File: src/rtl/retire_stage_pkg.sv
// Shared constants and FSM encoding for the two-wide retirement stage.
package retire_stage_pkg;

    localparam int XLEN_DEF     = 64;
    localparam int REG_W_DEF    = 5;
    localparam int ZERO_REG_DEF = 31;
    localparam int ROB_ENTRIES  = 32;

    // RUN: retiring normally; FLUSH: one-cycle redirect pulse; HALTED: sticky stop.
    typedef enum logic [1:0] {
        ST_RUN    = 2'd0,
        ST_FLUSH  = 2'd1,
        ST_HALTED = 2'd2
    } retire_state_t;

endpackage

File: src/rtl/retire_stage_if.sv
// Bundle between the ROB head window and the retirement stage, plus the
// retirement results going to the register file and front end.
//
// Handshake: a head slot is offered when head_valid[s] is set and is ready to
// leave when head_complete[s] is also set. The stage answers in the same cycle
// with rob_retire_count; the ROB pops exactly that many entries on the next
// rising edge. Slots beyond the retiring ones are ignored entirely.
interface retire_stage_if #(
    parameter int XLEN  = 64,
    parameter int REG_W = 5
);
    logic [1:0]       head_valid;
    logic [1:0]       head_complete;
    logic [REG_W-1:0] head_dest_reg0;
    logic [REG_W-1:0] head_dest_reg1;
    logic [XLEN-1:0]  head_value0;
    logic [XLEN-1:0]  head_value1;
    logic [1:0]       head_mispredict;
    logic [63:0]      head_target_pc0;
    logic [63:0]      head_target_pc1;
    logic [1:0]       head_halt;

    logic [1:0]       rob_retire_count;
    logic             rf_we0;
    logic             rf_we1;
    logic [REG_W-1:0] rf_waddr0;
    logic [REG_W-1:0] rf_waddr1;
    logic [XLEN-1:0]  rf_wdata0;
    logic [XLEN-1:0]  rf_wdata1;
    logic             flush;
    logic [63:0]      flush_pc;
    logic             halted;
    logic [63:0]      retired_total;

    // ROB side: presents head entries, consumes retirement results.
    modport master (
        output head_valid, head_complete, head_dest_reg0, head_dest_reg1,
               head_value0, head_value1, head_mispredict,
               head_target_pc0, head_target_pc1, head_halt,
        input  rob_retire_count, rf_we0, rf_we1, rf_waddr0, rf_waddr1,
               rf_wdata0, rf_wdata1, flush, flush_pc, halted, retired_total
    );

    // Retirement stage side.
    modport slave (
        input  head_valid, head_complete, head_dest_reg0, head_dest_reg1,
               head_value0, head_value1, head_mispredict,
               head_target_pc0, head_target_pc1, head_halt,
        output rob_retire_count, rf_we0, rf_we1, rf_waddr0, rf_waddr1,
               rf_wdata0, rf_wdata1, flush, flush_pc, halted, retired_total
    );

endinterface

File: src/rtl/retire_stage_select.sv
// Combinational per-slot retire eligibility, retire count and event detection.
module retire_select (
    input  logic       en_i,
    input  logic [1:0] valid_i,
    input  logic [1:0] complete_i,
    input  logic [1:0] mispredict_i,
    input  logic [1:0] halt_i,
    output logic [1:0] retire_o,
    output logic [1:0] count_o,
    output logic       redirect_o,
    output logic       redirect_slot_o,
    output logic       halt_o
);

    logic r0;
    logic r1;

    // Slot 1 may only follow a clean slot 0, so at most one slot carries an event.
    always_comb begin
        r0              = en_i & valid_i[0] & complete_i[0];
        r1              = r0 & valid_i[1] & complete_i[1]
                        & ~mispredict_i[0] & ~halt_i[0];
        retire_o        = {r1, r0};
        count_o         = {1'b0, r0} + {1'b0, r1};
        halt_o          = |({r1, r0} & halt_i);
        // Halt outranks mispredict on the same slot: no redirect then.
        redirect_o      = |({r1, r0} & mispredict_i & ~halt_i);
        // If slot 1 retired, slot 0 was clean, so any redirect came from slot 1.
        redirect_slot_o = r1;
    end

endmodule

File: src/rtl/retire_stage.sv
// Two-wide in-order retirement: decides retire count combinationally, writes
// the register file one cycle later, and drives flush/halt control.
module retire_stage
    import retire_stage_pkg::*;
#(
    parameter int XLEN     = XLEN_DEF,
    parameter int REG_W    = REG_W_DEF,
    parameter int ZERO_REG = ZERO_REG_DEF
) (
    input  logic          clock,
    input  logic          reset,
    retire_stage_if.slave rob,
    output retire_state_t dbg_state_o
);

    localparam logic [REG_W-1:0] ZR = REG_W'(ZERO_REG);

    retire_state_t    state_q;
    logic             rf_we0_q, rf_we1_q;
    logic [REG_W-1:0] rf_waddr0_q, rf_waddr1_q;
    logic [XLEN-1:0]  rf_wdata0_q, rf_wdata1_q;
    logic             flush_q;
    logic [63:0]      flush_pc_q;
    logic             halted_q;
    logic [63:0]      retired_total_q;

    logic             sel_en;
    logic [1:0]       retire;
    logic [1:0]       count;
    logic             redirect;
    logic             redirect_slot;
    logic             halt_hit;
    logic             rf_we0_d, rf_we1_d;
    logic [63:0]      redirect_pc;

    // Retirement only happens in RUN and never while reset is held.
    assign sel_en = reset & (state_q == ST_RUN);

    retire_select u_select (
        .en_i            (sel_en),
        .valid_i         (rob.head_valid),
        .complete_i      (rob.head_complete),
        .mispredict_i    (rob.head_mispredict),
        .halt_i          (rob.head_halt),
        .retire_o        (retire),
        .count_o         (count),
        .redirect_o      (redirect),
        .redirect_slot_o (redirect_slot),
        .halt_o          (halt_hit)
    );

    assign rf_we0_d    = retire[0] & (rob.head_dest_reg0 != ZR);
    assign rf_we1_d    = retire[1] & (rob.head_dest_reg1 != ZR);
    assign redirect_pc = redirect_slot ? rob.head_target_pc1 : rob.head_target_pc0;

    // FSM and all registered retirement outputs.
    always_ff @(posedge clock or negedge reset) begin
        if (!reset) begin
            state_q         <= ST_RUN;
            rf_we0_q        <= 1'b0;
            rf_we1_q        <= 1'b0;
            rf_waddr0_q     <= '0;
            rf_waddr1_q     <= '0;
            rf_wdata0_q     <= '0;
            rf_wdata1_q     <= '0;
            flush_q         <= 1'b0;
            flush_pc_q      <= '0;
            halted_q        <= 1'b0;
            retired_total_q <= '0;
        end else begin
            rf_we0_q        <= rf_we0_d;
            rf_we1_q        <= rf_we1_d;
            // Address/data only move on a real write so idle slots leave no trace.
            if (rf_we0_d) begin
                rf_waddr0_q <= rob.head_dest_reg0;
                rf_wdata0_q <= rob.head_value0;
            end
            if (rf_we1_d) begin
                rf_waddr1_q <= rob.head_dest_reg1;
                rf_wdata1_q <= rob.head_value1;
            end
            retired_total_q <= retired_total_q + 64'(count);
            flush_q         <= 1'b0;
            case (state_q)
                ST_RUN: begin
                    if (halt_hit) begin
                        state_q  <= ST_HALTED;
                        halted_q <= 1'b1;
                    end else if (redirect) begin
                        state_q    <= ST_FLUSH;
                        flush_q    <= 1'b1;
                        flush_pc_q <= redirect_pc;
                    end
                end
                ST_FLUSH:  state_q <= ST_RUN;
                ST_HALTED: state_q <= ST_HALTED;
                default:   state_q <= ST_RUN;
            endcase
        end
    end

    assign rob.rob_retire_count = count;
    assign rob.rf_we0           = rf_we0_q;
    assign rob.rf_we1           = rf_we1_q;
    assign rob.rf_waddr0        = rf_waddr0_q;
    assign rob.rf_waddr1        = rf_waddr1_q;
    assign rob.rf_wdata0        = rf_wdata0_q;
    assign rob.rf_wdata1        = rf_wdata1_q;
    assign rob.flush            = flush_q;
    assign rob.flush_pc         = flush_pc_q;
    assign rob.halted           = halted_q;
    assign rob.retired_total    = retired_total_q;
    assign dbg_state_o          = state_q;

endmodule

File: src/flat_wrapper.sv
// flat-port wrapper written by rule: the top's interface ports become plain ports
module retire_stage_flat import retire_stage_pkg::*;
#(
    parameter int XLEN     = XLEN_DEF,
    parameter int REG_W    = REG_W_DEF,
    parameter int ZERO_REG = ZERO_REG_DEF
)
  (clock, reset, dbg_state_o, rob_head_valid, rob_head_complete, rob_head_dest_reg0, rob_head_dest_reg1, rob_head_value0, rob_head_value1, rob_head_mispredict, rob_head_target_pc0, rob_head_target_pc1, rob_head_halt, rob_rob_retire_count, rob_rf_we0, rob_rf_we1, rob_rf_waddr0, rob_rf_waddr1, rob_rf_wdata0, rob_rf_wdata1, rob_flush, rob_flush_pc, rob_halted, rob_retired_total);
  retire_stage_if #(.XLEN(XLEN), .REG_W(REG_W)) rob_i ();
  input  logic clock;
  input  logic reset;
  output retire_state_t dbg_state_o;
  input wire logic [$bits(rob_i.head_valid)-1:0] rob_head_valid;
  input wire logic [$bits(rob_i.head_complete)-1:0] rob_head_complete;
  input wire logic [$bits(rob_i.head_dest_reg0)-1:0] rob_head_dest_reg0;
  input wire logic [$bits(rob_i.head_dest_reg1)-1:0] rob_head_dest_reg1;
  input wire logic [$bits(rob_i.head_value0)-1:0] rob_head_value0;
  input wire logic [$bits(rob_i.head_value1)-1:0] rob_head_value1;
  input wire logic [$bits(rob_i.head_mispredict)-1:0] rob_head_mispredict;
  input wire logic [$bits(rob_i.head_target_pc0)-1:0] rob_head_target_pc0;
  input wire logic [$bits(rob_i.head_target_pc1)-1:0] rob_head_target_pc1;
  input wire logic [$bits(rob_i.head_halt)-1:0] rob_head_halt;
  output wire logic [$bits(rob_i.rob_retire_count)-1:0] rob_rob_retire_count;
  output wire logic [$bits(rob_i.rf_we0)-1:0] rob_rf_we0;
  output wire logic [$bits(rob_i.rf_we1)-1:0] rob_rf_we1;
  output wire logic [$bits(rob_i.rf_waddr0)-1:0] rob_rf_waddr0;
  output wire logic [$bits(rob_i.rf_waddr1)-1:0] rob_rf_waddr1;
  output wire logic [$bits(rob_i.rf_wdata0)-1:0] rob_rf_wdata0;
  output wire logic [$bits(rob_i.rf_wdata1)-1:0] rob_rf_wdata1;
  output wire logic [$bits(rob_i.flush)-1:0] rob_flush;
  output wire logic [$bits(rob_i.flush_pc)-1:0] rob_flush_pc;
  output wire logic [$bits(rob_i.halted)-1:0] rob_halted;
  output wire logic [$bits(rob_i.retired_total)-1:0] rob_retired_total;
  assign rob_i.head_valid = rob_head_valid;
  assign rob_i.head_complete = rob_head_complete;
  assign rob_i.head_dest_reg0 = rob_head_dest_reg0;
  assign rob_i.head_dest_reg1 = rob_head_dest_reg1;
  assign rob_i.head_value0 = rob_head_value0;
  assign rob_i.head_value1 = rob_head_value1;
  assign rob_i.head_mispredict = rob_head_mispredict;
  assign rob_i.head_target_pc0 = rob_head_target_pc0;
  assign rob_i.head_target_pc1 = rob_head_target_pc1;
  assign rob_i.head_halt = rob_head_halt;
  assign rob_rob_retire_count = rob_i.rob_retire_count;
  assign rob_rf_we0 = rob_i.rf_we0;
  assign rob_rf_we1 = rob_i.rf_we1;
  assign rob_rf_waddr0 = rob_i.rf_waddr0;
  assign rob_rf_waddr1 = rob_i.rf_waddr1;
  assign rob_rf_wdata0 = rob_i.rf_wdata0;
  assign rob_rf_wdata1 = rob_i.rf_wdata1;
  assign rob_flush = rob_i.flush;
  assign rob_flush_pc = rob_i.flush_pc;
  assign rob_halted = rob_i.halted;
  assign rob_retired_total = rob_i.retired_total;
  retire_stage #(.XLEN(XLEN), .REG_W(REG_W), .ZERO_REG(ZERO_REG)) u_core (.clock(clock), .reset(reset), .rob(rob_i), .dbg_state_o(dbg_state_o));
endmodule
File: config.mk
export PLATFORM = sky130hd
export DESIGN_NAME = retire_stage_flat
export DESIGN_NICKNAME = d
export VERILOG_FILES = /design/src/rtl/retire_stage_pkg.sv /design/src/rtl/retire_stage_if.sv /design/src/rtl/retire_stage_select.sv /design/src/rtl/retire_stage.sv /design/src/flat_wrapper.sv
export SDC_FILE = /design/constraint.sdc
export NUM_CORES = 1
export LEC_CHECK = 0
export ABC_AREA = 0
export CORE_AREA = 2 2 212 214
export DETAILED_ROUTE_END_ITERATION = 10
export DIE_AREA = 0 0 214 216
export GPL_ROUTABILITY_DRIVEN = 0
export GPL_TIMING_DRIVEN = 0
export PLACE_DENSITY_LB_ADDON = 0.08
export SYNTH_ARGS = -nofsm -noshare
export SYNTH_HDL_FRONTEND = slang
export SYNTH_SLANG_ARGS = --single-unit
File: constraint.sdc
create_clock -name clock -period 2.96 [get_ports clock]
set_input_delay 0.888 -clock clock [delete_from_list [all_inputs] [get_ports clock]]
set_output_delay 0.888 -clock clock [all_outputs]
set_load 0.01 [all_outputs]
==> results.md <==
- Most frequently used flop master after synthesis: dfrtp_1
- DRC violation count after routing: 0
- Layout cell share with drive strength beyond 1: 8.21%
- Overall die height: 216 microns
- Synthesized area per cell: 11.1 sq um
- Pwr dens: 445 nW/um^2
- Type of the worst min-delay path: in -> async
- Post-detailed-routing wire length: 43500 microns
- Cell area after technology mapping: 11200 sq um
- Critical path startpoint category: primary input
- Per-cell via count in the routed design: 4.32
- Relative slew slack: 31.3%
- Maximum achievable frequency: 333 MHz
- Share of the yosys chip area belonging to registers: 60.6%
- Top-area cell type share of the netlist area: 60.6%
- Via count of the routed design: 9674
- Transition time of the tightest slew-check pin: 1.03 ns
- Total iterations of the first detailed-routing run: 4
- Source-to-sink clock delay at the later pin of the worst-skew pair: 0.53 ns
- Count of pins over their slew limit: 0
- Cts bufs inserted: 35
- Buffer cell driving the clock tree root: clkbuf_16
- Maximum ir drop on the vdd rail: 271 uV
- Internal power: 6.74 mW
- Detailed-placement wirelength estimate: 33200 microns
- Maximum number of pins on one net before global-route repair: 98
- Final Worst Setup Slack: -0.0442 ns
- Shortest period the worst path allows: 3.00 ns
- Cell type with the largest total area after synthesis: dfrtp_1
- Mapped Nets: 1295
- Cell count after synthesis: 1015
- Yosys Warn Count: 0
- Starting DRT DRC Count: 391
- Clock tree buffer depth: 3
- Post-CTS clock slew at the launch and capture registers of the worst setup and hold paths: 0.06 ns
- Reg2reg setup slack: 0.01 ns
- CP max FO: 7
- Final clock period utilization by the worst path: 101%
- Depth of the worst register-to-register path: 14
- H-tree lvl count: 2
- Io pins: 550
- Unrepaired setup endpoints after global routing: yes
- Count of clock tree sinks: 272
- Post-synthesis to final-layout area growth: 70.5%
- Routed len/inst: 19.4 microns
- Reg2reg start: u_core.dbg_state_o[0]$_DFFE_PN0P_
- Area of the die: 46200 sq um
- EDFF count, synth: 0
- Core occupancy in the finished layout: 43.7%
- Worst reg2reg endpoint: u_core.rob.retired_total[46]$_DFF_PN0_
- Dominant cells by area after synthesis: dfrtp_1, nand2_1, mux2_1
- Core region area: 43800 sq um
- Total global routing overflow: 0
- Wire length of the first global-routing pass: 64500 microns
- Worst slack after detailed placement: -1.86 ns
- Part of the power in the clock network: 50.5%
- Max Cap Violations: 0
- Via count of the first global-routing pass: 9975
- Initial Util: 25.6%
- Outcome: finished, violations left
- Antenna violations before repair: 8
- Async set-or-reset flop fraction in the synthesized netlist: 100%
- X dimension of the die: 214 microns
- Layout Nets: 1904
- Total net switching power: 1.79 mW
- Part of the power in registers: 43.6%
- Setup Viol. Count Final: 1
- Share of total power in combinational logic: 5.9%
- Number of standard-cell rows in the floorplan: 77
- Kind of critical path: in -> reg
- Quantity of I/O buffers inserted on ports: 549
- Count of hold-fix buffers inserted at cts: 0
- Distinct cell type count of the synthesized netlist: 36
- Switching share of power: 21.0%
- Number of nets with antenna violations after detailed routing: 0
- Fill cell count: 4286
- Hold violation total from the final report: 0
- Multi-input gate area: 4370 sq um
- Type of destination of the critical path: flip-flop
- Clock tree from TritonCTS: built
- Worst hold slack: 0.185 ns
- Arrival time at the worst endpoint: 3.46 ns
- Flop and latch count out of synthesis: 272
- GR Util All Layers: 18.6%
- Lkg Pwr: 9.25 nW
- FF+latch area: 6810 sq um
- Req. time, crit path: 3.41 ns
- Worst clock skew: 0.0129 ns
- Violations in the final reports: setup timing
[worst max-delay path, stage by stage]
cell and delay [ns]:
buf_6 0.09, nand3b_1 0.20, or3_4 0.45, inv_4 0.07, ha_4 0.14, ha_4 0.13, inv_2 0.03, fa_2 0.45
nor4_4 0.15, buf_4 0.18, nand4_1 0.11, buf_6 0.21, nor3_4 0.20, xor2_1 0.16
[Yosys cell counts (14+ instances only)]
cell      number
clkbuf_1      35
dfrtp_1      272
inv_1         17
mux2_1        64
mux2i_1       64
nand2_1      292
nand3_1       19
nand4_1       20
nor2_1        25
nor3_1        14
o21ai_0       64
xnor2_1       26
xor2_1        36
[cell families after synthesis]
| logic type | synth area share [%] |
|---|---|
| AND/OR/NAND/NOR | 15.9 |
| flip-flops | 60.6 |
| multiplexers | 12.4 |
| AO/OA/AOI/OAI | 3.47 |
| buffers and inverters | 2.34 |
| XOR/XNOR | 4.83 |
| adder cells (fa/ha/maj) | 0.512 |
[cells in the final DEF (no fill, tap or decap), types with 15 or more instances in the layout]
cell type        instances
clkbuf_1                38
buf_4                   15
dfrtp_1                272
xnor2_1                 26
inv_1                   16
nand2_1                292
mux2i_1                 64
nand4_1                 20
o21ai_0                 64
clkbuf_16               35
nor2_1                  20
nand3_1                 18
xor2_1                  36
mux2_1                  64
clkdlybuf4s50_1        540
[how the worst max path moves through the flow]
stage | to | slack [ns] | from
6_report | u_core.rob.retired_total[46]$_DFF_PN0_ | -0.04 | rob_head_mispredict[0]
5_1_grt | u_core.rob.retired_total[46]$_DFF_PN0_ | -0.15 | u_core.dbg_state_o[0]$_DFFE_PN0P_
4_1_cts | u_core.rob.retired_total[36]$_DFF_PN0_ | -0.07 | rob_head_mispredict[0]
3_5_place_dp | u_core.rob.retired_total[60]$_DFF_PN0_ | -1.86 | reset
3_3_place_gp | u_core.rob.retired_total[38]$_DFF_PN0_ | -14.50 | reset
2_1_floorplan | u_core.rob.retired_total[60]$_DFF_PN0_ | -0.37 | rob_head_complete[0]
[power by group through the flow]
stage | Sequential [mW] | Combinational (mW) | Clock (mW)
2_1_floorplan | 3.79 | 0.0294 | 0
3_3_place_gp | 3.79 | 0.485 | 0
3_5_place_dp | 3.79 | 0.496 | 0
4_1_cts | 3.72 | 0.517 | 4.47
5_1_grt | 3.72 | 0.548 | 4.61
6_report | 3.72 | 0.505 | 4.31
[layer usage]
metal	global-route usage, %	wire length, microns	vias to the layer above
li1	-	-	4609
met1	21.3	17000	4619
met2	31.3	21300	375
met3	8.06	4140	63
met4	5.62	1040	8
met5	0	48	-
[layout make-up]
class	instances	share of cell area [%]
clock inverters	8	0.646
well taps	592	3.87
clock buffers	49	5.37
repair buffers	573	30.3
inverters	20	0.405
diodes	3	0.0392
multi-input cells	677	22.8
flip-flops and latches	272	35.5
plain buffers	45	0.999
[flip-flops by register name, indices dropped and copies added (netlist names)]
register / count
u_core.rob.rf_waddr0: 5
u_core.rob.rf_waddr1: 5
u_core.rob.flush_pc: 64
u_core.rob.rf_wdata1: 64
u_core.rob.rf_we0: 1
u_core.rob.rf_we1: 1
u_core.rob.halted: 1
u_core.rob.rf_wdata0: 64
u_core.dbg_state_o: 2
u_core.rob.flush: 1
u_core.rob.retired_total: 64
[metrics by stage]
stage	power [mW]	instance area [sq um]	TNS, ns	cells
after floorplan	3.82	11300	-6.20	1015
after global placement	4.28	17600	-6935.18	2156
after detailed placement	4.28	17600	-224.41	2158
after CTS	8.71	19100	-0.114	2232
after global routing	8.88	19200	-1.22	2239
final	8.53	19200	-0.0442	2239
[timing repair]
| action | CTS | global route |
|---|---|---|
| resized for setup | 40 | 15 |
| setup buffers | 15 | 4 |
| cloned | 3 | 0 |
| setup endpoints to repair | 196 | 41 |
| endpoints found under the hold margin | 0 | 0 |
| pin swaps | 19 | 16 |
Note: power is estimated with default switching activity, not from simulation.
